File: config.mk
export PLATFORM = sky130hd
export DESIGN_NAME = friet_pc_inverse_permutation_flat
export DESIGN_NICKNAME = d
export VERILOG_FILES = /design/src/rtl/friet_pc_inverse_permutation_if.sv /design/src/rtl/friet_pc_inverse_permutation.sv /design/src/flat_wrapper.sv
export SDC_FILE = /design/constraint.sdc
export NUM_CORES = 2
export LEC_CHECK = 0
export ABC_AREA = 1
export CORE_ASPECT_RATIO = 0.5
export CORE_UTILIZATION = 50
export DETAILED_ROUTE_END_ITERATION = 16
export PLACE_DENSITY = 0.82
export SETUP_SLACK_MARGIN = 0.02
export SYNTH_ARGS = -nofsm -noshare
export SYNTH_HDL_FRONTEND = slang
export SYNTH_SLANG_ARGS = --single-unit
File: constraint.sdc
create_clock -name clk -period 25.7 [get_ports clk]
set_clock_uncertainty 0.1 [all_clocks]
set_input_delay 3.855 -clock clk [delete_from_list [all_inputs] [get_ports clk]]
set_output_delay 3.855 -clock clk [all_outputs]
set_load 0.01 [all_outputs]
File: src/rtl/friet_pc_inverse_permutation_if.sv
// friet_pc_inverse_permutation_if: request/result bundle for the Friet-PC inverse.
// Optional: FRIET_PC_INV_ABORT_EN adds the abort request line.
interface friet_pc_inverse_permutation_if;
    localparam int unsigned STATE_W = 384;
    localparam int unsigned RC_W    = 5;

    logic               start;
    logic               start_ready;
    logic [STATE_W-1:0] din;
    logic [RC_W-1:0]    rc_index;
    logic [RC_W-1:0]    rc;
    logic [STATE_W-1:0] dout;
    logic               dout_valid;
    logic               dout_ready;
`ifdef FRIET_PC_INV_ABORT_EN
    logic               abort;
`endif

    // Requester / consumer side
    modport master (
`ifdef FRIET_PC_INV_ABORT_EN
        output abort,
`endif
        output start, din, rc, dout_ready,
        input  start_ready, rc_index, dout, dout_valid
    );

    // Permutation engine side
    modport slave (
`ifdef FRIET_PC_INV_ABORT_EN
        input  abort,
`endif
        input  start, din, rc, dout_ready,
        output start_ready, rc_index, dout, dout_valid
    );
endinterface

File: src/rtl/friet_pc_inverse_permutation.sv
// friet_pc_inverse_permutation: iterative inverse of the Friet-PC permutation,
// one inverse round per clock with the round index counting down ROUNDS-1..0.
// Optional: define FRIET_PC_INV_ABORT_EN to add an abort input.
module friet_pc_inverse_permutation #(
    parameter int unsigned ROUNDS = 24
) (
    input logic                           clk,
    input logic                           rst,
    friet_pc_inverse_permutation_if.slave bus
);
    localparam int unsigned LANE_W  = 128;
    localparam int unsigned STATE_W = 3 * LANE_W;
    localparam int unsigned CNT_W   = 5;
    localparam logic [CNT_W-1:0] LAST_ROUND = CNT_W'(ROUNDS - 1);

    typedef logic [LANE_W-1:0] lane_t;
    typedef enum logic [1:0] {IDLE, RUN, DONE} fsm_t;

    // Rotate right: result bit i takes x[i+n]
    function automatic lane_t rotr(input lane_t x, input int unsigned n);
        return (x >> n) | (x << (LANE_W - n));
    endfunction

    // Rotate left: result bit i takes x[i-n]
    function automatic lane_t rotl(input lane_t x, input int unsigned n);
        return (x << n) | (x >> (LANE_W - n));
    endfunction

    // One inverse round; undoes the forward round that used the same rc
    function automatic logic [STATE_W-1:0] inv_round(input logic [STATE_W-1:0] s,
                                                     input logic [CNT_W-1:0]   rc);
        lane_t in_a, in_b, in_c;
        lane_t t, f, a, cp, b, c, rc_mask;
        in_a    = s[LANE_W-1:0];
        in_b    = s[2*LANE_W-1:LANE_W];
        in_c    = s[STATE_W-1:2*LANE_W];
        t       = in_a ^ (rotr(in_c, 61) & rotr(in_b, 92));
        f       = in_b ^ in_c ^ t;
        a       = in_c ^ rotr(f, 48);
        cp      = f ^ rotl(a, 1);
        b       = t ^ a ^ cp;
        // rc[3:0] sit on every fourth bit, in the low or the next nibble group
        rc_mask = LANE_W'({rc[3], 3'b000, rc[2], 3'b000, rc[1], 3'b000, rc[0]});
        if (rc[4]) begin
            rc_mask = rc_mask << 16;
        end
        c       = cp ^ rc_mask;
        return {c, b, a};
    endfunction

    fsm_t               fsm;
    logic [STATE_W-1:0] state_q;
    logic [CNT_W-1:0]   counter;
    logic [STATE_W-1:0] dout_q;
    logic               dout_valid_q;
    logic               start_ready_q;
    logic [STATE_W-1:0] round_c;
    logic               abort_req;

    // Next state of the permutation for the round currently addressed
    assign round_c = inv_round(state_q, bus.rc);

`ifdef FRIET_PC_INV_ABORT_EN
    assign abort_req = bus.abort;
`else
    assign abort_req = 1'b0;
`endif

    // Control FSM, round counter, state register and result registers
    always_ff @(posedge clk or posedge rst) begin
        if (rst) begin
            fsm           <= IDLE;
            state_q       <= '0;
            counter       <= '0;
            dout_q        <= '0;
            dout_valid_q  <= 1'b0;
            start_ready_q <= 1'b1;
        end else if (abort_req && (fsm != IDLE)) begin
            fsm           <= IDLE;
            state_q       <= '0;
            counter       <= '0;
            dout_q        <= '0;
            dout_valid_q  <= 1'b0;
            start_ready_q <= 1'b1;
        end else begin
            case (fsm)
                IDLE: begin
                    if (bus.start && !abort_req) begin
                        state_q       <= bus.din;
                        counter       <= LAST_ROUND;
                        start_ready_q <= 1'b0;
                        fsm           <= RUN;
                    end
                end
                RUN: begin
                    state_q <= round_c;
                    if (counter == '0) begin
                        dout_q       <= round_c;
                        dout_valid_q <= 1'b1;
                        fsm          <= DONE;
                    end else begin
                        counter <= counter - CNT_W'(1);
                    end
                end
                DONE: begin
                    if (bus.dout_ready) begin
                        dout_valid_q  <= 1'b0;
                        start_ready_q <= 1'b1;
                        fsm           <= IDLE;
                    end
                end
                default: begin
                    fsm <= IDLE;
                end
            endcase
        end
    end

    assign bus.start_ready = start_ready_q;
    assign bus.rc_index    = counter;
    assign bus.dout        = dout_q;
    assign bus.dout_valid  = dout_valid_q;

endmodule

File: src/flat_wrapper.sv
// flat-port wrapper written by rule: the top's interface ports become plain ports
module friet_pc_inverse_permutation_flat 
#(
    parameter int unsigned ROUNDS = 24
)
  (clk, rst, bus_start, bus_din, bus_rc, bus_dout_ready, bus_start_ready, bus_rc_index, bus_dout, bus_dout_valid);
  friet_pc_inverse_permutation_if bus_i ();
  input logic clk;
  input logic rst;
  input wire logic [$bits(bus_i.start)-1:0] bus_start;
  input wire logic [$bits(bus_i.din)-1:0] bus_din;
  input wire logic [$bits(bus_i.rc)-1:0] bus_rc;
  input wire logic [$bits(bus_i.dout_ready)-1:0] bus_dout_ready;
  output wire logic [$bits(bus_i.start_ready)-1:0] bus_start_ready;
  output wire logic [$bits(bus_i.rc_index)-1:0] bus_rc_index;
  output wire logic [$bits(bus_i.dout)-1:0] bus_dout;
  output wire logic [$bits(bus_i.dout_valid)-1:0] bus_dout_valid;
  assign bus_i.start = bus_start;
  assign bus_i.din = bus_din;
  assign bus_i.rc = bus_rc;
  assign bus_i.dout_ready = bus_dout_ready;
  assign bus_start_ready = bus_i.start_ready;
  assign bus_rc_index = bus_i.rc_index;
  assign bus_dout = bus_i.dout;
  assign bus_dout_valid = bus_i.dout_valid;
  friet_pc_inverse_permutation #(.ROUNDS(ROUNDS)) u_core (.clk(clk), .rst(rst), .bus(bus_i));
endmodule
==> flow_summary.toml <==
[status]
status = "finished clean"

[logic_synthesis]
ys_types = 28
yosysTopAreaCell = "dfrtp_1"
synth_top_area_frac = 0.402
synth-seq-cells = 777
synth_edf_count = 0
synthArstFlopShare = 1.00
syn-num-nets = 7637
synth_cells = 7243
synth-main-ff-cell = "dfrtp_1"
syn_avg_cell_area_um2 = 6.66
synth_most_common_cell = "nand2_1"
ys_warn_count = 0
synth.cells.most_frequent = "nand2_1, nand3_1, nor2_1, dfrtp_1, inv_1"
synth_seq_area_share = 0.403
syn_area_mm2 = 0.0483
synth_area_leaders = "dfrtp_1, nand2_1, nand3_1"

[drt]
first_iter_violations = 9513
wl_per_cell_um = 27.8
drtAntennaViolNets = 0
dr.pass1.iters = 10
drc = 0
routed_wl_um = 255000
num_vias = 56261
vias_per_cell = 6.12

[clocking]
cts_buffer_depth = 3
clk_latency_ns = 0.71
cts_hold_buf = 0
h-tree-depth = 3
clock_sink_count = 777
cts_buffers = 76
cts_tree = "done"
clk_pin_slew_ns = 0.07
ctsResizeCount = 0
post_cts_buffers = 0
cts-root-buf = "clkbuf_16"

[die]
rows = 80
start_util = 0.505
core-area_mm2 = 0.0955
die_w_um = 441
die_y_um = 222
dieArea_mm2 = 0.0978
ios = 784

[sta]
hold_violations = 0
maxClockFrequency_mhz = 131
finalSetupViolCount = 0
fin_crit_ns = 7.63
slew_violations = 0
worst_pin_slew_ns = 1.10
fin_crit_sh = 0.297
fin_setup_tns_ns = 0
slew_headroom = 0.269
grt_setup_unrepaired = "false"

[worst_setup_path]
critical_path_class = "primary input to asynchronous set/reset pin"
rrSetupSlack_ns = 19.84
end_kind = "asynchronous set/reset pin"
worstRegToRegCells = 10
critPathMaxFanout = 67
rr_endpoint = "u_core.state_q[121]"
rr_startpoint = "u_core.fsm[0]"
start_kind = "primary input"
arrival_ns = 8.14
cp_data_required_time_ns = 26.22

[job]
maxCapViolCount = 0

[layout]
multi_input_area_mm2 = 0.0250
drive_above_1_share = 0.0352
fin_nets = 8231
fillers = 9099
area_growth_pct = 22.7
seq_area_mm2 = 0.0194

[placed_design]
gp_congestion = 1.13
port_buffers = 783
hpwl_um = 204000

[global_route]
grt_pass1_vias = 49271
antenna_found_initial = 29
grt_overflow = 0
grt_usage = 0.508
grt_max_degree = 170
grt_first_pass_wirelength_um = 350000

[min_path]
hold_start = "u_core.bus.start_ready"
min-delay-path-class = "flop to flop"
hold_end = "u_core.bus.start_ready"
whs_path_depth = 2
==> per-stage QoR <==
stage / setup WS (ns) / utilization / hold slack [ns] / cell area, um2 / cells
after floorplan: 11.09 / - / 0.369 / 48300 / 7243
after global placement: 17.31 / 0.593 / 0.359 / 56600 / 9030
after detailed placement: 17.29 / 0.593 / 0.356 / 56600 / 9030
after CTS: 18.02 / 0.620 / 0.367 / 59200 / 9165
after global routing: 17.55 / 0.620 / 0.388 / 59200 / 9173
final: 18.07 / 0.620 / 0.370 / 59200 / 9191
==> worst max path at each step <==
stage,endpoint,cells after the start,startpoint,slack [ns]
final,u_core.fsm[0],6,rst,18.07
after global routing,u_core.fsm[0],6,rst,17.55
after CTS,u_core.fsm[0],6,rst,18.02
after detailed placement,u_core.fsm[0],6,rst,17.29
after global placement,u_core.fsm[0],6,rst,17.31
after floorplan,u_core.bus.dout[0],1,rst,11.09
==> sequential cells by signal, summed over array words and instances (netlist names) <==
name                    cells
u_core.bus.rc_index         5
u_core.fsm                  2
u_core.bus.start_ready      1
u_core.state_q            384
u_core.bus.dout           384
u_core.bus.dout_valid       1
==> critical path, stage by stage <==
cell,delay (ns)
clkdlybuf4s50_1,0.44
clkinvlp_4,0.38
buf_4,0.75
buf_4,0.84
buf_4,0.85
buf_4,0.79
==> per-layer routing <==
metal,vias to the layer above,wire [um],global-route usage
met5,-,314,0
met4,33,16000,0.256
met3,726,46100,0.254
met2,4078,96300,0.660
met1,26635,96600,0.686
li1,24789,-,-
==> cells by family after synthesis <==
logic type | count (synthesis) | share of synthesized area
xor+xnor | 110 | 0.0200
flops | 777 | 0.403
simple gates | 4542 | 0.391
compound gates | 865 | 0.105
fa+ha+maj | 1 | 0.000259
buf+inv | 948 | 0.0803
==> layout make-up <==
type / instances / share of cell area
Inverter: 639 / 0.0408
Timing Repair Buffer: 825 / 0.138
Antenna cell: 26 / 0.00110
Tap cell: 1271 / 0.0269
Multi-Input combinational cell: 5518 / 0.421
Clock buffer: 110 / 0.0379
Sequential cell: 777 / 0.328
Clock inverter: 25 / 0.00518
==> layout by cell type (no fill, tap or decap), types with 9 or more instances in the layout <==
cell,Yosys,routed
diode_2,0,26
nand2_1,2575,2575
nand3_1,912,912
xnor2_1,55,55
buf_4,29,38
o22ai_1,248,248
clkbuf_1,112,16
clkbuf_16,0,79
nand2_2,61,60
inv_1,625,623
clkbuf_8,0,15
inv_2,14,13
nand3_2,36,36
clkdlybuf4s50_1,0,783
nor2_1,872,872
a31oi_1,349,349
xor2_1,55,55
clkinv_2,0,9
dfrtp_1,776,775
o21ai_0,261,261
nand3b_1,77,77
Power is left out: the tool's default activity adds up to more than one toggle a clock period on the data nets, which glitch-free logic cannot reach.
